===== src/rtl/load_store_unit.sv =====
// load_store_unit: byte/half/word load-store with read-modify-write sub-word stores.
// Define LSU_MISALIGN_TRAP_EN to trap misaligned requests; otherwise low address bits are ignored.
module load_store_unit (
    input  logic        clk,
    input  logic        rst_n,
    input  logic        req_valid,
    output logic        req_ready,
    input  logic        req_write,
    input  logic [1:0]  req_size,
    input  logic        req_signed,
    input  logic [31:0] req_addr,
    input  logic [31:0] req_wdata,
    output logic        resp_valid,
    output logic [31:0] resp_rdata,
    output logic        resp_error,
    output logic        mem_write,
    output logic [31:0] mem_address,
    output logic [31:0] mem_write_data,
    input  logic [31:0] mem_read_data
);
    typedef enum logic [1:0] {IDLE, ACCESS, MERGE, RESP} state_t;
    state_t state, state_next;
    logic        wr, sgn, hs, mis, word, half;
    logic [1:0]  size;
    logic [4:0]  shamt;
    logic [15:0] lane;
    logic [31:0] addr, wdata, old_word, load_data, mask, merged;

    assign hs = req_valid && req_ready;
`ifdef LSU_MISALIGN_TRAP_EN
    assign mis = (req_size == 2'b01 && req_addr[0]) || (req_size[1] && req_addr[1:0] != 2'b00);
`else
    assign mis = 1'b0;
`endif
    assign word  = size[1];
    assign half  = size == 2'b01;
    assign shamt = half ? {addr[1], 4'b0000} : {addr[1:0], 3'b000};
    assign lane  = 16'(mem_read_data >> shamt);
    assign load_data = word ? mem_read_data
                     : half ? {{16{sgn & lane[15]}}, lane}
                     : {{24{sgn & lane[7]}}, lane[7:0]};
    assign mask   = (half ? 32'h0000_ffff : 32'h0000_00ff) << shamt;
    assign merged = (old_word & ~mask) | ((half ? {2{wdata[15:0]}} : {4{wdata[7:0]}}) & mask);

    // memory side decodes only from registered state and the latched request
    assign req_ready      = state == IDLE;
    assign resp_valid     = state == RESP;
    assign mem_address    = {addr[31:2], 2'b00};
    assign mem_write      = state == MERGE || (state == ACCESS && wr && word);
    assign mem_write_data = state == MERGE ? merged : wdata;

    always_comb begin
        state_next = state;
        case (state)
            IDLE:   state_next = hs ? (mis ? RESP : ACCESS) : IDLE;
            ACCESS: state_next = (wr && !word) ? MERGE : RESP;
            MERGE:  state_next = RESP;
            RESP:   state_next = IDLE;
        endcase
    end

    always_ff @(posedge clk or negedge rst_n) begin
        if (!rst_n) begin
            state      <= IDLE;
            wr         <= 1'b0;
            size       <= 2'b00;
            sgn        <= 1'b0;
            addr       <= '0;
            wdata      <= '0;
            old_word   <= '0;
            resp_rdata <= '0;
            resp_error <= 1'b0;
        end else begin
            state <= state_next;
            if (hs) begin
                wr         <= req_write;
                size       <= req_size;
                sgn        <= req_signed;
                addr       <= req_addr;
                wdata      <= req_wdata;
                resp_error <= mis;
                if (mis)
                    resp_rdata <= '0;
            end
            if (state == ACCESS) begin
                old_word <= mem_read_data;
                if (!wr)
                    resp_rdata <= load_data;
            end
        end
    end
endmodule


===== config.mk =====
export PLATFORM = sky130hd
export DESIGN_NAME = load_store_unit
export DESIGN_NICKNAME = d
export VERILOG_FILES = /design/src/rtl/load_store_unit.sv
export SDC_FILE = /design/constraint.sdc
export NUM_CORES = 1
export LEC_CHECK = 0
export ABC_AREA = 1
export CORE_MARGIN = 2
export CORE_UTILIZATION = 50
export DETAILED_ROUTE_END_ITERATION = 6
export GPL_ROUTABILITY_DRIVEN = 0
export PLACE_DENSITY = 0.95
export SETUP_SLACK_MARGIN = 0.3
export SLEW_MARGIN = 20
export SYNTH_ARGS = -nofsm -noshare
export SYNTH_HDL_FRONTEND = slang
export SYNTH_SLANG_ARGS = --single-unit
export TNS_END_PERCENT = 1

===== constraint.sdc =====
create_clock -name clk -period 4.9 [get_ports clk]
set_input_delay 0.735 -clock clk [delete_from_list [all_inputs] [get_ports clk]]
set_output_delay 0.735 -clock clk [all_outputs]
set_load 0.01 [all_outputs]

# After elaboration in Yosys (flattened, before gate mapping)
# Cells that the tools add are included.
dict set report totals {
  ff_bits 134
  latch_bits 0
  mem_bits_rw 0
  mem_bits_ro 0
  inputBits 103
  output_inout_bits 100
  wordCells 38
  mem_count 0
}
dict set report op_classes {
  add_sub_neg 0
  n_mul 0
  n_div 0
  magnitude_cmp 0
  n_eq_ne 4
  shifts 2
  n_mux 9
  n_bitwise 7
  reduce_logical 8
}
# operator count
set op_table {}
lappend op_table {{32-bit two-way mux} 4}
lappend op_table {{32-bit AND} 2}
lappend op_table {{32-bit NOT} 1}
lappend op_table {{32-bit OR} 1}
lappend op_table {{16-bit by 5-bit << shifter with 32-bit output} 1}
lappend op_table {{32-bit by 5-bit >> shifter with 16-bit output} 1}
lappend op_table {{16-bit two-way mux} 1}
lappend op_table {{2-bit one-hot mux with 4 select lines} 1}
lappend op_table {{2-bit by 1-bit equality test with 1-bit output (second input constant)} 2}
lappend op_table {{2-bit equality test (second input constant)} 2}
lappend op_table {{1-bit logical AND} 4}
lappend op_table {{4-bit two-way mux} 1}
lappend op_table {{1-bit AND} 2}
lappend op_table {{2-bit zero test} 1}
lappend op_table {{1-bit two-way mux} 2}
lappend op_table {{2-bit AND reduction} 1}
lappend op_table {{1-bit zero test} 1}
lappend op_table {{1-bit logical OR} 1}
lappend op_table {{1-bit NOT} 1}

# Longest topological paths before layout
# Gate-level depths: netlist (run 1).
dict set report logic_depth {
  depth_word 7
  mapped_depth 13
  ltp_nobuf 11
}

# Worst setup path after synthesis (run 1)
# No wires, ideal clock.
dict set report synth_path {
  path_type {register to output}
  start {register state[0]}
  end {output port mem_write_data[21]}
  arrival_ns 1.433
  required_ns 4.165
  slack_ns 2.732
  stages_incl_launch_ff 9
  n_path_buf 2
  path_cell_list {dfrtp_1 > inv_1 > ha_1 > buf_2 > clkinv_1 > clkbuf_1 > a21oi_1 > o21ai_0 > nand2_1}
}
dict set report synth_via {
  elab_chain_cells 2
}
# item line
set synth_lines {}
lappend synth_lines {{start: declaration} 22} ;# state_t state, state_next;
lappend synth_lines {{start signal: assignment} 74} ;# state <= state_next;
lappend synth_lines {{2-bit equality test} 50} ;# assign mem_write_data = state == MERGE ? merged : wdata;
lappend synth_lines {{32-bit two-way mux} 50}
lappend synth_lines {{end: declaration} 18} ;# output logic [31:0] mem_write_data,
# Every way passes these cells.

# Worst setup path after layout (run 1)
dict set report layout_path {
  start {register size[1]}
  end {output port mem_write_data[12]}
}
dict set report layout_via {
  elab_chain_cells 7
}
# item line
set layout_lines {}
lappend layout_lines {{start: declaration} 24} ;# logic [1:0] size;
lappend layout_lines {{start signal: assignment} 77} ;# size <= req_size;
lappend layout_lines {{2-bit by 1-bit equality test with 1-bit output *} 36} ;# assign half = size == 2'b01;
lappend layout_lines {{16-bit two-way mux / 4-bit two-way mux (equally long branches)} {42, 37}}
lappend layout_lines {{16-bit by 5-bit << shifter with 32-bit output} 42} ;# assign mask = (half ? 32'h0000_ffff : 32'h0000_00ff) << shamt;
lappend layout_lines {{32-bit NOT} 43} ;# assign merged = (old_word & ~mask) | ((half ? {2{wdata[15:0]}} : {4{wdata[7:0]}}) & mask);
lappend layout_lines {{32-bit AND} 43}
lappend layout_lines {{32-bit OR *} 43}
lappend layout_lines {{32-bit two-way mux *} 50}
# Every way passes the cells marked *; elsewhere a longest branch is shown, timed or not.

==> impl_metrics.ini, run 1 <==
[clocking]
cts-root-buf = clkbuf_16
cts_hold_buf = 0
cts.sinks = 134
clockBufferDepth = 2
clk_latency_ns = 0.43
cts_tree = done
cts_setup_buffers = 0
h-tree-depth = 4
cts_buffers = 17
clk_pin_slew_ns = 0.06
cts_resized = 0

[timing]
grt_setup_unrepaired = false
max_slew_margin_pct = 31.8
tightestPinTransition_ns = 1.02
min_period_ns = 4.09
slew_violations = 0
fin_skew_ns = 0.00666
fmax_mhz = 244
setup_tns_ns = 0
fin_crit_sh_pct = 83.5
report.final.hold_viol_count = 0
setup_violations = 0

[worst_setup_path]
r2r_cells = 10
r2r_end = resp_rdata[22]$_DFFE_PN0P_
crit_cells = 9
cp.arrival_ns = 3.36
path_cells = inv_4 -> nand2_8 -> inv_1 -> nand2_1 -> o21ai_1 -> nand2_1 -> o211ai_1 -> o21ai_0 -> clkdlybuf4s50_1
worstSetupEndpointType = output pin
critPathTopFamily = buffers and inverters
crit_buf_inv = 3
cpMaxStageDelayCell = dfrtp_1
crit_top_cell = nand2_1
endpoint = mem_write_data[12]
slowest_delay_ns = 0.97
start_kind = register
critical_path_class = register to output pin
critPathRequiredTime_ns = 4.16
rrSetupSlack_ns = 2.15
reg2reg_from = state[1]$_DFF_PN0_
startpoint = size[1]$_DFFE_PN0P_
path_max_fanout = 28

[floorplan]
core_sq_mm = 0.0138
die_area_sq_mm = 0.0149
die_w_um = 122
fp.dieH_um = 122
start_util_pct = 50.7
rows = 43
io_pins = 203

[power_and_ir_drop]
fin_total_pwr_uw = 6920
power_frac_seq_pct = 29.9
power.internal_uw = 4270
ir_drop_mv = 0.396
p_leak_uw = 0.00432
pwr-share-clk_pct = 19.9
pwr-share-comb_pct = 50.2
p_per_area_mw_per_mm2 = 738
swShare_pct = 38.4
p_switching_uw = 2650

[synthesis]
yosys_most_used_dff = dfrtp_1
synthCells = 796
synth.avg_cell_area_sq_um = 8.77
yosysWarningCount = 0
synth.ff_latch_count = 134
synth_edf_count = 0
syn_area_sq_mm = 0.00698
synthArstFlopShare_pct = 100
ys_seq_area_share_pct = 48.1
synth_cell_type_count = 32

[run]
max_cap_viol_count = 0

[cells_and_area]
layout_commonest_cell = nand2_1
seqCellArea_sq_mm = 0.00335
multi_input_area_sq_mm = 0.00292
nets = 1051
drive_above_1_share_pct = 13.8
antenna_cells = 0
most-common-layout-cells = nand2_1, clkdlybuf4s50_1, dfrtp_1
nFillCells = 1014
fin_util_pct = 68.1
syn_to_final_growth_pct = 34.4

[status]
status = finished clean

[routing]
routed_via_density = 5.35
dr.pass1.iters = 6
drtIter0Drc = 777
antenna_left = 0
vias = 6075
wire_per_inst_um = 17.2
drc = 0
totalWireLength_mm = 19.5

[global_routing]
grt_overflow = 0
grt_first_pass_wirelength_mm = 30.5
grt_antenna_before_repair = 0
grt_pass1_vias = 5859
grtUsageTotal_pct = 26.8
grt_max_degree = 102

[placed_design]
dp_hpwl_mm = 13.5
io_buffers = 199

[min_path]
hold_class = primary input to async pin
[state kept, by name, indices dropped and copies added (netlist names)]
signal / cells
addr: 32
old_word: 32
resp_rdata: 32
sgn: 1
size: 2
state: 2
wdata: 32
wr: 1
[power by group through the flow]
stage,registers [uW],clock network (uW),logic [uW]
after global routing,2140,1440,3790
final,2070,1370,3470
after CTS,2070,1380,3470
after global placement,2040,0,3330
after floorplan,1980,0,2170
after detailed placement,2070,0,3420
[through the flow]
| step | setup WS [ns] | cells | instance area, sq um | hold slack (ns) |
|---|---|---|---|---|
| detailed placement | 1.36 | 1104 | 8750 | 0.460 |
| CTS | 0.840 | 1135 | 9380 | 0.463 |
| global route | 0.555 | 1135 | 9380 | 0.482 |
| finish | 0.808 | 1135 | 9380 | 0.381 |
| global placement | 1.42 | 1104 | 8750 | 0.456 |
| floorplan | 2.73 | 798 | 6990 | 0.439 |
[cell usage after synthesis (16+ instances only)]
cell / count / area (sq um)
nand3_1: 41 / 205
mux2_2: 57 / 642
inv_1: 56 / 210
o21ai_0: 48 / 240
buf_4: 37 / 278
nand2_1: 224 / 841
nor2_1: 33 / 124
or2_2: 17 / 106
o211ai_1: 16 / 120
a21oi_1: 46 / 230
clkbuf_1: 19 / 71.3
dfrtp_1: 134 / 3350
[layout make-up]
class / count / area share, %
Sequential cell: 134 / 35.8
Multi-Input combinational cell: 526 / 31.1
Timing Repair Buffer: 203 / 21.6
Clock buffer: 21 / 4.80
Inverter: 61 / 2.47
Tap cell: 180 / 2.40
Clock inverter: 10 / 1.89
[per-layer routing]
layer	track usage [%]	part of all wire, %	vias to the layer above
met4	12.6	3.8	0
met3	6.79	9.0	65
met2	41.1	47	314
li1	-	-	2847
met5	0	0	-
met1	35.9	41	2849
[worst min-delay path by stage]
stage,from,to,slack (ns),depth (start not counted)
final,rst_n,addr[29]$_DFFE_PN0P_,0.38,1
after global routing,old_word[12]$_DFFE_PN0N_,old_word[12]$_DFFE_PN0N_,0.48,2
after CTS,rst_n,size[0]$_DFFE_PN0P_,0.46,1
after detailed placement,old_word[29]$_DFFE_PN0N_,old_word[29]$_DFFE_PN0N_,0.46,2
after global placement,old_word[12]$_DFFE_PN0N_,old_word[12]$_DFFE_PN0N_,0.46,2
after floorplan,rst_n,addr[0]$_DFFE_PN0P_,0.44,0
[logic make-up after synthesis]
family                     share of synthesized area, %
muxes                                              9.20
buffers and inverters                              10.4
and+or+nand+nor                                    21.9
adders and majority gates                         0.897
AOI/OAI and AO/OA                                  9.47
DFF                                                48.1
other                                            0.0537
(Power assumes the default switching activity.)
==> inputs of run 2 (changes only) <==
- CORE_UTILIZATION: 50 -> 48
- PLACE_DENSITY: 0.95 -> 0.92
- clock period: 4.9 -> 3.8 ns (I/O delays scaled with it)
==> run 2 against run 1 <==
Compared with the run above: routed wire length rose by 1.8%; global-route usage is 1.2 points lower; critical path depth is 3 lower; clock skew up 0.0024 ns; core utilization is 2.4 points lower; power increased by 30%; first-iteration DRC count is 21% lower; sequential power grew 28%; critical path type unchanged; highest routed layer unchanged.
==> impl_metrics.ini, run 2 (synthesized netlist as in run 1, its figures left out) <==
[status]
status = finished clean

[timing]
report.final.hold_viol_count = 0
slew_violations = 0
setup_tns_ns = 0
max_slew_margin_pct = 29.6
grt_setup_unrepaired = false
fin_crit_sh_pct = 87.0
setup_violations = 0
fmax_mhz = 303
fin_skew_ns = 0.00909
min_period_ns = 3.30
tightestPinTransition_ns = 1.06
worst_slack_ns = 0.496

[routing]
vias = 6137
totalWireLength_mm = 19.8
drtIter0Drc = 615
routed_via_density = 5.36
antenna_left = 0
drc = 0
wire_per_inst_um = 17.3
dr.pass1.iters = 6

[global_routing]
grt_antenna_before_repair = 0
grt_pass1_vias = 5844
grt_first_pass_wirelength_mm = 31.3
grt_max_degree = 81
grt_overflow = 0
grtUsageTotal_pct = 25.7

[cells_and_area]
nFillCells = 1099
antenna_cells = 0
most-common-layout-cells = nand2_1, clkdlybuf4s50_1, dfrtp_1
multi_input_area_sq_mm = 0.00292
nets = 1056
seqCellArea_sq_mm = 0.00335
drive_above_1_share_pct = 14.3
syn_to_final_growth_pct = 35.3
fin_util_pct = 65.7
layout_commonest_cell = nand2_1

[worst_setup_path]
critPathRequiredTime_ns = 3.23
cpMaxStageDelayCell = clkdlybuf4s50_1
path_cells = inv_1 -> ha_1 -> buf_4 -> nand2_1 -> o21ai_0 -> clkdlybuf4s50_1
start_kind = register
worstSetupEndpointType = output pin
slowest_delay_ns = 0.61
critical_path_class = register to output pin
cp.arrival_ns = 2.73
path_max_fanout = 24

[power_and_ir_drop]
ir_drop_mv = 0.401
power.internal_uw = 5580
p_per_area_mw_per_mm2 = 952
swShare_pct = 38.0
p_leak_uw = 0.00435
fin_total_pwr_uw = 8990
p_switching_uw = 3410
pwr-share-comb_pct = 50.4
power_frac_seq_pct = 29.3
pwr-share-clk_pct = 20.2

[floorplan]
core_sq_mm = 0.0144
rows = 44
io_pins = 203
die_area_sq_mm = 0.0155
fp.dieH_um = 125
die_w_um = 125
start_util_pct = 48.6

[clocking]
clk_pin_slew_ns = 0.06
cts.sinks = 134
cts_buffers = 17
clockBufferDepth = 2
cts-root-buf = clkbuf_16
h-tree-depth = 4
clk_latency_ns = 0.42
cts_tree = done

[run]
max_cap_viol_count = 0

[min_path]
hold_class = primary input to async pin

[placed_design]
dp_hpwl_mm = 14.0
place_ws_ns = 1.02
io_buffers = 199
[run 2: path summary, 6_finish.rpt]
path | cells past startpoint | start | end | slack, ns
max | 6 | state[0]$_DFF_PN0_ | mem_write_data[7] | 0.50
min | 1 | rst_n | resp_rdata[4]$_DFFE_PN0P_ | 0.16
max reg2reg | 10 | state[1]$_DFF_PN0_ | resp_rdata[26]$_DFFE_PN0P_ | 1.67
min reg2reg | 2 | old_word[14]$_DFFE_PN0N_ | old_word[14]$_DFFE_PN0N_ | 0.47
max in group asynchronous | 2 | rst_n | wdata[20]$_DFFE_PN0P_ | 2.71
min in group clk | 2 | old_word[14]$_DFFE_PN0N_ | old_word[14]$_DFFE_PN0N_ | 0.47
[run 2: stage by stage]
step           cell area (sq um)  cells  hold WS [ns]
2_1_floorplan               6990    798         0.274
3_3_place_gp                8790   1113         0.459
3_5_place_dp                8790   1113         0.460
4_1_cts                     9440   1145         0.176
5_1_grt                     9440   1145         0.203
6_report                    9440   1145         0.155
[run 2: timing repair]
action                     in CTS  in global routing
setup endpoints to repair       0                  1
hold buffers                    0                  0
gates resized for setup         0                  1
setup buffers                   0                  0
[run 2: layout make-up]
class | count | area share, %
flip-flops and latches | 134 | 35.5
multi-input cells | 526 | 30.9
repair buffers | 208 | 21.8
clock buffers | 25 | 5.14
inverters | 61 | 2.45
well taps | 184 | 2.44
clock inverters | 7 | 1.76
[run 2: critical path, delay by kind of cell (launching register included)]
family | cells | cell delay [ns]
buffers and inverters | 3 | 1.00
flip-flops | 1 | 0.40
AO/OA/AOI/OAI | 1 | 0.40
AND/OR/NAND/NOR | 1 | 0.32
adder cells (fa/ha/maj) | 1 | 0.19
[run 2: per-layer routing]
| layer | routed length (um) | GRT usage [%] | up-vias |
|---|---|---|---|
| met5 | 0 | 0 | - |
| met4 | 666 | 10.4 | 0 |
| met3 | 1520 | 7.00 | 66 |
| met2 | 9430 | 40.6 | 306 |
| met1 | 8220 | 33.6 | 2907 |
| li1 | - | - | 2858 |
[run 2: power groups by stage]
stage	Sequential [uW]	Combinational (uW)	Clock, uW
after floorplan	2550	2790	0
after global placement	2600	4370	0
after detailed placement	2640	4490	0
after CTS	2630	4540	1840
after global routing	2710	4930	1910
final	2640	4530	1820
